[src/rtl/video_timing_gen_if.sv]
// Raster timing bundle between video_timing_gen (master) and its pixel/encoder consumers (slave).
// The consumer side owns the advance enable; everything else flows from the generator.
interface video_timing_gen_if #(
   parameter int CW = 10
);
   logic          en;
   logic [CW-1:0] sx;
   logic [CW-1:0] sy;
   logic          de;
   logic          hsync;
   logic          vsync;
   logic          line_start;
   logic          frame_start;
   logic [15:0]   frame_count;
   logic          de_d;
   logic          hsync_d;
   logic          vsync_d;

   modport master (
      input  en,
      output sx, sy, de, hsync, vsync, line_start, frame_start, frame_count,
             de_d, hsync_d, vsync_d
   );

   modport slave (
      output en,
      input  sx, sy, de, hsync, vsync, line_start, frame_start, frame_count,
             de_d, hsync_d, vsync_d
   );
endinterface

[src/rtl/video_timing_gen.sv]
// Parameterised raster timing generator: coordinates, de/syncs, strobes and delayed controls.
// Define VTG_FRAME_COUNT_EN to build the completed-frame counter; otherwise frame_count reads 0.
module video_timing_gen #(
   parameter int H_ACTIVE   = 640,
   parameter int H_FP       = 16,
   parameter int H_SYNC     = 96,
   parameter int H_BP       = 48,
   parameter int V_ACTIVE   = 480,
   parameter int V_FP       = 10,
   parameter int V_SYNC     = 2,
   parameter int V_BP       = 33,
   parameter int HS_POL     = 0,
   parameter int VS_POL     = 0,
   parameter int PIPE_DELAY = 2,
   parameter int CW         = 10
) (
   input logic               clk,
   input logic               rst_n,
   video_timing_gen_if.master vif
);
   localparam int H_TOTAL = H_ACTIVE + H_FP + H_SYNC + H_BP;
   localparam int V_TOTAL = V_ACTIVE + V_FP + V_SYNC + V_BP;

   localparam logic [CW-1:0] H_LAST = CW'(H_TOTAL - 1);
   localparam logic [CW-1:0] V_LAST = CW'(V_TOTAL - 1);
   localparam logic [CW-1:0] H_ACT  = CW'(H_ACTIVE);
   localparam logic [CW-1:0] V_ACT  = CW'(V_ACTIVE);
   localparam logic [CW-1:0] HS_BEG = CW'(H_ACTIVE + H_FP);
   localparam logic [CW-1:0] HS_END = CW'(H_ACTIVE + H_FP + H_SYNC);
   localparam logic [CW-1:0] VS_BEG = CW'(V_ACTIVE + V_FP);
   localparam logic [CW-1:0] VS_END = CW'(V_ACTIVE + V_FP + V_SYNC);
   localparam logic          HS_ON  = (HS_POL != 0);
   localparam logic          VS_ON  = (VS_POL != 0);

   typedef struct packed {
      logic de;
      logic hsync;
      logic vsync;
   } ctl_t;

   localparam ctl_t CTL_IDLE = '{de: 1'b0, hsync: ~HS_ON, vsync: ~VS_ON};

   generate
      if (PIPE_DELAY < 0 || PIPE_DELAY > 15) begin : g_bad_delay
         $fatal(1, "video_timing_gen: PIPE_DELAY must be 0..15");
      end
      if (H_TOTAL - 1 >= (1 << CW) || V_TOTAL - 1 >= (1 << CW)) begin : g_bad_width
         $fatal(1, "video_timing_gen: CW too narrow for H_TOTAL/V_TOTAL");
      end
   endgenerate

   logic [CW-1:0] sx_q, sy_q, sx_nxt, sy_nxt;
   ctl_t          ctl_q, ctl_nxt;
   logic          line_q, frame_q, frame_hit;

   // Outputs are decoded from the next-state counters so they register alongside sx/sy.
   // NOTE: every always_comb output gets a default first so no path leaves it unassigned (no latch).
   always_comb begin
      sx_nxt = sx_q + CW'(1);
      sy_nxt = sy_q;
      if (sx_q == H_LAST) begin
         sx_nxt = '0;
         sy_nxt = (sy_q == V_LAST) ? '0 : sy_q + CW'(1);
      end
      ctl_nxt.de    = (sx_nxt < H_ACT) && (sy_nxt < V_ACT);
      ctl_nxt.hsync = (sx_nxt >= HS_BEG && sx_nxt < HS_END) ? HS_ON : ~HS_ON;
      ctl_nxt.vsync = (sy_nxt >= VS_BEG && sy_nxt < VS_END) ? VS_ON : ~VS_ON;
      frame_hit     = (sx_nxt == '0) && (sy_nxt == '0);
   end

   // NOTE: sequential state uses non-blocking assignments so all registers update from pre-edge values.
   always_ff @(posedge clk) begin
      if (!rst_n) begin
         sx_q    <= H_LAST;
         sy_q    <= V_LAST;
         ctl_q   <= CTL_IDLE;
         line_q  <= 1'b0;
         frame_q <= 1'b0;
      end else if (vif.en) begin
         sx_q    <= sx_nxt;
         sy_q    <= sy_nxt;
         ctl_q   <= ctl_nxt;
         line_q  <= (sx_nxt == '0);
         frame_q <= frame_hit;
      end else begin
         line_q  <= 1'b0;
         frame_q <= 1'b0;
      end
   end

   assign vif.sx          = sx_q;
   assign vif.sy          = sy_q;
   assign vif.de          = ctl_q.de;
   assign vif.hsync       = ctl_q.hsync;
   assign vif.vsync       = ctl_q.vsync;
   assign vif.line_start  = line_q;
   assign vif.frame_start = frame_q;

`ifdef VTG_FRAME_COUNT_EN
   logic [15:0] frame_count_q;
   logic        seen_frame_q;

   // The first frame_start after reset opens frame 0, so it does not count as a completed frame.
   always_ff @(posedge clk) begin
      if (!rst_n) begin
         frame_count_q <= '0;
         seen_frame_q  <= 1'b0;
      end else if (vif.en && frame_hit) begin
         if (seen_frame_q) frame_count_q <= frame_count_q + 16'd1;
         seen_frame_q <= 1'b1;
      end
   end

   assign vif.frame_count = frame_count_q;
`else
   assign vif.frame_count = 16'h0000;
`endif

   generate
      if (PIPE_DELAY == 0) begin : g_no_delay
         assign vif.de_d    = ctl_q.de;
         assign vif.hsync_d = ctl_q.hsync;
         assign vif.vsync_d = ctl_q.vsync;
      end else begin : g_delay
         ctl_t pipe_q [PIPE_DELAY];

         // NOTE: the delay stages are reset on purpose so the encoders never see stale control symbols.
         always_ff @(posedge clk) begin
            if (!rst_n) begin
               for (int i = 0; i < PIPE_DELAY; i++) pipe_q[i] <= CTL_IDLE;
            end else if (vif.en) begin
               pipe_q[0] <= ctl_q;
               for (int i = 1; i < PIPE_DELAY; i++) pipe_q[i] <= pipe_q[i-1];
            end
         end

         assign vif.de_d    = pipe_q[PIPE_DELAY-1].de;
         assign vif.hsync_d = pipe_q[PIPE_DELAY-1].hsync;
         assign vif.vsync_d = pipe_q[PIPE_DELAY-1].vsync;
      end
   endgenerate
endmodule

[src/flat_wrapper.sv]
// flat-port wrapper written by rule: the top's interface ports become plain ports
module video_timing_gen_flat 
#(
   parameter int H_ACTIVE   = 640,
   parameter int H_FP       = 16,
   parameter int H_SYNC     = 96,
   parameter int H_BP       = 48,
   parameter int V_ACTIVE   = 480,
   parameter int V_FP       = 10,
   parameter int V_SYNC     = 2,
   parameter int V_BP       = 33,
   parameter int HS_POL     = 0,
   parameter int VS_POL     = 0,
   parameter int PIPE_DELAY = 2,
   parameter int CW         = 10
)
  (clk, rst_n, vif_en, vif_sx, vif_sy, vif_de, vif_hsync, vif_vsync, vif_line_start, vif_frame_start, vif_frame_count, vif_de_d, vif_hsync_d, vif_vsync_d);
  video_timing_gen_if #(.CW(CW)) vif_i ();
  input logic clk;
  input logic rst_n;
  input wire logic [$bits(vif_i.en)-1:0] vif_en;
  output wire logic [$bits(vif_i.sx)-1:0] vif_sx;
  output wire logic [$bits(vif_i.sy)-1:0] vif_sy;
  output wire logic [$bits(vif_i.de)-1:0] vif_de;
  output wire logic [$bits(vif_i.hsync)-1:0] vif_hsync;
  output wire logic [$bits(vif_i.vsync)-1:0] vif_vsync;
  output wire logic [$bits(vif_i.line_start)-1:0] vif_line_start;
  output wire logic [$bits(vif_i.frame_start)-1:0] vif_frame_start;
  output wire logic [$bits(vif_i.frame_count)-1:0] vif_frame_count;
  output wire logic [$bits(vif_i.de_d)-1:0] vif_de_d;
  output wire logic [$bits(vif_i.hsync_d)-1:0] vif_hsync_d;
  output wire logic [$bits(vif_i.vsync_d)-1:0] vif_vsync_d;
  assign vif_i.en = vif_en;
  assign vif_sx = vif_i.sx;
  assign vif_sy = vif_i.sy;
  assign vif_de = vif_i.de;
  assign vif_hsync = vif_i.hsync;
  assign vif_vsync = vif_i.vsync;
  assign vif_line_start = vif_i.line_start;
  assign vif_frame_start = vif_i.frame_start;
  assign vif_frame_count = vif_i.frame_count;
  assign vif_de_d = vif_i.de_d;
  assign vif_hsync_d = vif_i.hsync_d;
  assign vif_vsync_d = vif_i.vsync_d;
  video_timing_gen #(.H_ACTIVE(H_ACTIVE), .H_FP(H_FP), .H_SYNC(H_SYNC), .H_BP(H_BP), .V_ACTIVE(V_ACTIVE), .V_FP(V_FP), .V_SYNC(V_SYNC), .V_BP(V_BP), .HS_POL(HS_POL), .VS_POL(VS_POL), .PIPE_DELAY(PIPE_DELAY), .CW(CW)) u_core (.clk(clk), .rst_n(rst_n), .vif(vif_i));
endmodule
[config.mk]
export PLATFORM = sky130hd
export DESIGN_NAME = video_timing_gen_flat
export DESIGN_NICKNAME = d
export VERILOG_FILES = /design/src/rtl/video_timing_gen_if.sv /design/src/rtl/video_timing_gen.sv /design/src/flat_wrapper.sv
export SDC_FILE = /design/constraint.sdc
export NUM_CORES = 1
export LEC_CHECK = 0
export BUFFER_PORTS_ARGS = -buffer_cell sky130_fd_sc_hd__buf_4
export CAP_MARGIN = 20
export CORE_ASPECT_RATIO = 0.6
export CORE_MARGIN = 3
export CORE_UTILIZATION = 55
export DETAILED_ROUTE_END_ITERATION = 12
export GPL_ROUTABILITY_DRIVEN = 0
export PLACE_DENSITY_LB_ADDON = 0.12
export SYNTH_ARGS = -nofsm -noshare
export SYNTH_HDL_FRONTEND = slang
export SYNTH_SLANG_ARGS = --single-unit
[constraint.sdc]
create_clock -name clk -period 2.8 [get_ports clk]
set_input_delay 0.42 -clock clk [delete_from_list [all_inputs] [get_ports clk]]
set_output_delay 0.42 -clock clk [all_outputs]
set_load 0.01 [all_outputs]
==> results of run 1 <==
[cell usage after synthesis, drive strengths merged, types with 2 or more instances]
master / number / area, um2
buf: 25 / 174
dfxtp: 25 / 500
nand2: 25 / 93.8
nor2: 16 / 60.1
o21ai: 15 / 75.1
nor3: 14 / 80.1
nand3: 12 / 72.6
a21oi: 11 / 55.1
clkbuf: 10 / 37.5
xnor2: 7 / 61.3
and2: 6 / 37.5
edfxtp: 6 / 180
inv: 6 / 22.5
nor4: 6 / 58.8
and3: 5 / 32.5
nand2b: 5 / 31.3
nand4: 5 / 31.3
nor2b: 5 / 31.3
o211ai: 5 / 37.5
or2: 5 / 31.3
a31oi: 4 / 25.0
a211oi: 3 / 27.5
and4: 3 / 26.3
ha: 3 / 37.5
mux2i: 3 / 30.0
or3: 3 / 23.8
a21boi: 2 / 15.0
nand3b: 2 / 15.0
nand4bb: 2 / 43.8
o311ai: 2 / 17.5
o31ai: 2 / 15.0
o32a: 2 / 20.0
o41ai: 2 / 25.0
xor2: 2 / 17.5
[cell families after synthesis]
| family | count (synthesis) | share of synthesized area |
|---|---|---|
| AOI/OAI and AO/OA | 58 | 0.190 |
| xor gates and xnor gates | 9 | 0.0363 |
| adders and majority gates | 3 | 0.0173 |
| buffers and inverters | 41 | 0.108 |
| DFF | 31 | 0.313 |
| muxes | 3 | 0.0138 |
| other | 1 | 0.00173 |
| and+or+nand+nor | 117 | 0.320 |
[where the power goes]
| part | leakage, uW | internal, uW | switching [uW] |
|---|---|---|---|
| Sequential | 0.000255 | 481 | 49.4 |
| Clock | 0.0000505 | 224 | 175 |
| Combinational | 0.000644 | 182 | 263 |
| Total | 0.000950 | 886 | 488 |
[flip-flops by register name, summed over array words and instances, names as in the netlist]
signal and cells:
u_core.g_delay.pipe_q 6, u_core.vif.sy 10, u_core.vif.hsync 1, u_core.vif.vsync 1
u_core.vif.line_start 1, u_core.vif.frame_start 1, u_core.vif.sx 10, u_core.vif.de 1
[final timing paths]
kind                                                   from                           to
worst max-delay path                       u_core.vif.sx[0]             u_core.vif.sy[5]
worst min-delay path                                  rst_n             u_core.vif.sx[1]
worst max register to register             u_core.vif.sx[0]             u_core.vif.sy[5]
worst min register to register  u_core.g_delay.pipe_q[0][0]  u_core.g_delay.pipe_q[0][3]
[through the flow]
stage               total power (uW)  instances  setup WS (ns)  hold slack [ns]
detailed placement               975        328          0.568            0.489
floorplan                        868        278          0.704            0.482
global placement                 972        328          0.611            0.486
CTS                             1370        336          0.542            0.438
finish                          1370        336          0.523            0.443
global route                    1450        336          0.381            0.459
[final cells by class]
cell class,instances,area (um2)
flip-flops and latches,31,681
clock inverters,1,7.51
clock buffers,7,96.3
multi-input cells,206,1320
well taps,47,58.8
inverters,6,22.5
fillers,339,1260
repair buffers,38,285
[worst max-delay path: stages (launching register included)]
cell,delay (ns)
dfxtp_1,0.43
ha_1,0.30
nand4bb_2,0.21
nor3_2,0.26
buf_4,0.19
nand2_1,0.24
or3_1,0.39
a21boi_0,0.17
[routing by layer]
metal  GRT usage  part of all wire  vias to the layer above
li1            -                 -                      975
met1       0.377              0.53                      905
met2       0.283              0.36                       89
met3      0.0632              0.11                        4
met4      0.0459            0.0046                        0
met5           0                 0                        -
==> metrics.csv, run 1 <==
metric,value,unit
Avg Inst Size Synth,8.26,um2
"Clk Latency, worst-skew pair",0.29,ns
most common flop cell mapped by yosys,dfxtp_1,
Post-synth ARST share,0,
"EDFF count, synth",6,
#FFs+latches synth,31,
Resized Gates After CTS,0,
vias in the first global route,1583,
P&R area growth vs syn,13.5,%
CTS Hold Bufs,0,
DRT antenna net count,0,
Rows,17,
GR Util All Layers,0.231,
sequential element share of the synthesized area,0.313,
Starting Density,0.584,
Reg2Reg Depth,7,
Worst Setup End Kind,flop,
post-detail-place hpwl,3780,um
Vias/cell,5.87,
WL/cell,15.6,um
Synth Warn #,0,
share of cells above drive strength 1,0.215,
largest net degree at the start of global routing,24,
placed cell area,0.00236,mm2
CTS root buffer,clkbuf_8,
Fmax,439,MHz
Post-CTS Setup Inserts,0,
Mapped Cells,263,
fin. max-slew vios,0,
Leak,0.000950,uW
status,completed,
CP max FO,12,
CP Data Required Time,3.00,ns
design area,0.00247,mm2
flop-to-flop setup slack,0.52,ns
final core utilization,0.663,
io pins,47,
Min-Delay Path Class,input pin to flop,
core area,0.00372,mm2
"Net count, final",294,
fin crit share,0.813,
Antenna Cells,0,
worst-case vdd ir drop,399,uV
"most common cell after layout, fill and taps aside",buf_4,
CTS Sinks,31,
DR pass1 iterations,4,
TritonCTS clock tree,yes,
Final min period,2.28,ns
pwr dens,557,mW/mm2
DRC errors left,0,
setup TNS,0,ns
kind of critical path,flop to flop,
TritonCTS Buffers,5,
Cells on Worst Hold Path,2,
clk slew on worst S/H paths,0.07,ns
most frequent cells in the layout,"38 x buf_4, 25 x nand2_1, 25 x dfxtp_1",
Port Buffer Count,30,
max-cap viol count,0,
initial antenna violation count,0,
die width,87.2,um
CTS max path bufs,2,
htree depth,2,
global route total overflow,0,
RSZ-0062 raised after global routing,false,
critical path startpoint category,flop,
global-route wire length before repair,8370,um
vias,1973,
Worst Max-Slew Pin Slew,0.512,ns
Post-Syn Area,0.00217,mm2
final hold vios,0,
Die H,54.7,um
die footprint,0.00477,mm2
worst relative slew slack,0.654,
Final setup violation count,0,
Routed Wire Length,5250,um
DRT iter0 DRCs,224,
Fin Clk Skew,0.0100,ns
CP Data Arrival Time,2.48,ns
"Distinct cells, synth",61,
Note: power is estimated with default switching activity, not from simulation.
==> inputs of run 2 (changes only) <==
==> constraint.sdc (replaced) <==
create_clock -name clk -period 2.2 [get_ports clk]
set_input_delay 0.33 -clock clk [delete_from_list [all_inputs] [get_ports clk]]
set_output_delay 0.33 -clock clk [all_outputs]
set_load 0.01 [all_outputs]
==> run 2 against run 1 <==
Net effect: fmax grew 10%; combinational power grew 48%; final area grew 5.4%; power grew 27%; critical path depth is the same; via count grew 6.4%; sequential cell count is the same; global-route usage grew 2.5 points; count of clock-buffer cells in the layout shrank 1.
==> metrics.csv, run 2 (synthesized netlist as in run 1, its figures left out) <==
metric,value,unit,change
Leak,0.00104,uW,+9.4%
worst relative slew slack,0.582,,-0.0728
post-detail-place hpwl,4210,um,+11%
DRC errors left,0,,unchanged
CTS max path bufs,2,,unchanged
GR Util All Layers,0.256,,+0.0254
CP max FO,11,,-1
CTS Hold Bufs,0,,unchanged
io pins,47,,unchanged
htree depth,2,,unchanged
CP Data Required Time,2.36,ns,-0.64 ns
WL/cell,15.7,um,+0.72%
DR pass1 iterations,5,,+1
Vias/cell,5.88,,+0.18%
most frequent cells in the layout,"59 x buf_4, 25 x nand2_1, 25 x dfxtp_1",,
Worst Max-Slew Pin Slew,0.620,ns,+0.108 ns
fin. max-slew vios,0,,unchanged
worst r2r src,u_core.vif.sy[5],,
Resized Gates After CTS,0,,unchanged
TritonCTS Buffers,5,,unchanged
max-cap viol count,0,,unchanged
Starting Density,0.584,,unchanged
Die H,54.7,um,unchanged
worst hold start,rst_n,,
kind of critical path,flop to flop,,
TritonCTS clock tree,yes,,
"most common cell after layout, fill and taps aside",buf_4,,
Final setup violation count,0,,unchanged
DRT iter0 DRCs,250,,+12%
Filler cells,317,,-6.5%
die width,87.2,um,unchanged
Post-CTS Setup Inserts,0,,unchanged
Antenna Cells,0,,unchanged
final hold vios,0,,unchanged
Final min period,2.06,ns,-0.213 ns
die footprint,0.00477,mm2,unchanged
Min-Delay Path Class,input pin to flop,,
Final Non-Filler Cells,357,,+6.3%
DRT antenna net count,0,,unchanged
CTS root buffer,clkbuf_8,,
CTS Sinks,31,,unchanged
worst-case vdd ir drop,440,uV,+10%
"Net count, final",315,,+7.1%
vias,2100,,+6.4%
Rows,17,,unchanged
CP startpoint,u_core.vif.sy[5],,
Fin Clk Skew,0.00774,ns,-0.00230 ns
core area,0.00372,mm2,unchanged
initial antenna violation count,0,,unchanged
global route total overflow,0,,unchanged
CP Data Arrival Time,2.23,ns,-0.25 ns
P&R area growth vs syn,19.6,%,
critical path startpoint category,flop,,
largest net degree at the start of global routing,24,,unchanged
status,completed,,
"Clk Latency, worst-skew pair",0.28,ns,about the same
clk slew on worst S/H paths,0.07,ns,about the same
Fmax,485,MHz,+10%
Routed Wire Length,5620,um,+7.0%
slowest CP cell,dfxtp_1,,
Worst Setup End Kind,flop,,
critical-path cell list,nand2_1 -> nor3_1 -> buf_4 -> a41oi_1 -> a31oi_1 -> or2_1 -> nor4_2,,
pwr dens,669,mW/mm2,+20%
setup TNS,0,ns,unchanged
share of cells above drive strength 1,0.258,,+0.0435
RSZ-0062 raised after global routing,false,,
Worst path max stage delay,0.61,ns,+0.18 ns
dpl cells,349,,+6.4%
fin crit share,0.938,,+0.125
Port Buffer Count,30,,unchanged
vias in the first global route,1795,,+13%
global-route wire length before repair,9160,um,+9.5%
run 2: cell count changes in the layout (fill, tap and decap cells not counted), sizes merged:
cell	previous run	this run
clkinv	0	2
clkinvlp	1	0
buf	38	59
clkbuf	7	6
run 2: report_power, final:
group | switching [uW] | internal [uW] | total (uW)
clock | 214 | 216 | 430
combinational | 373 | 285 | 658
sequential | 39.9 | 612 | 652
run 2: worst paths after layout:
path | endpoint | slack (ns) | cells after the start
max | u_core.vif.frame_start | 0.14 | 7
min | u_core.vif.sx[1] | 0.36 | 2
max reg2reg | u_core.vif.frame_start | 0.14 | 7
min reg2reg | u_core.vif.hsync | 0.51 | 1
run 2: critical path, delay by kind of cell, from the launching register on:
| kind | cells | cell delay [ns] |
|---|---|---|
| DFF | 1 | 0.61 |
| AOI/OAI and AO/OA | 2 | 0.49 |
| buffers and inverters | 1 | 0.17 |
| and+or+nand+nor | 4 | 0.67 |
run 2: routing by layer:
layer	GRT usage	routed length, um	vias to the layer above	part of all wire
li1	-	-	1024	-
met1	0.389	2950	951	0.53
met2	0.340	2050	111	0.37
met3	0.0752	553	14	0.098
met4	0.0714	57	0	0.010
met5	0	0	-	0
run 2: area by class of cell:
class                   count  area, um2  share of cell area
well taps                  47       58.8              0.0226
multi-input cells         206       1320               0.506
flip-flops and latches     31        681               0.262
clock buffers               6       72.6              0.0279
clock inverters             2       7.51             0.00289
repair buffers             59        443               0.170
inverters                   6       22.5             0.00866
run 2: per-stage QoR:
step | hold slack [ns] | util | area (um2) | setup WS, ns | total power, uW
2_1_floorplan | 0.482 | - | 2230 | 0.104 | 1100
3_3_place_gp | 0.483 | 0.677 | 2520 | 0.262 | 1300
3_5_place_dp | 0.491 | 0.677 | 2520 | 0.172 | 1310
4_1_cts | 0.345 | 0.698 | 2600 | 0.139 | 1740
5_1_grt | 0.363 | 0.698 | 2600 | 0.00365 | 1850
6_report | 0.357 | 0.698 | 2600 | 0.137 | 1740
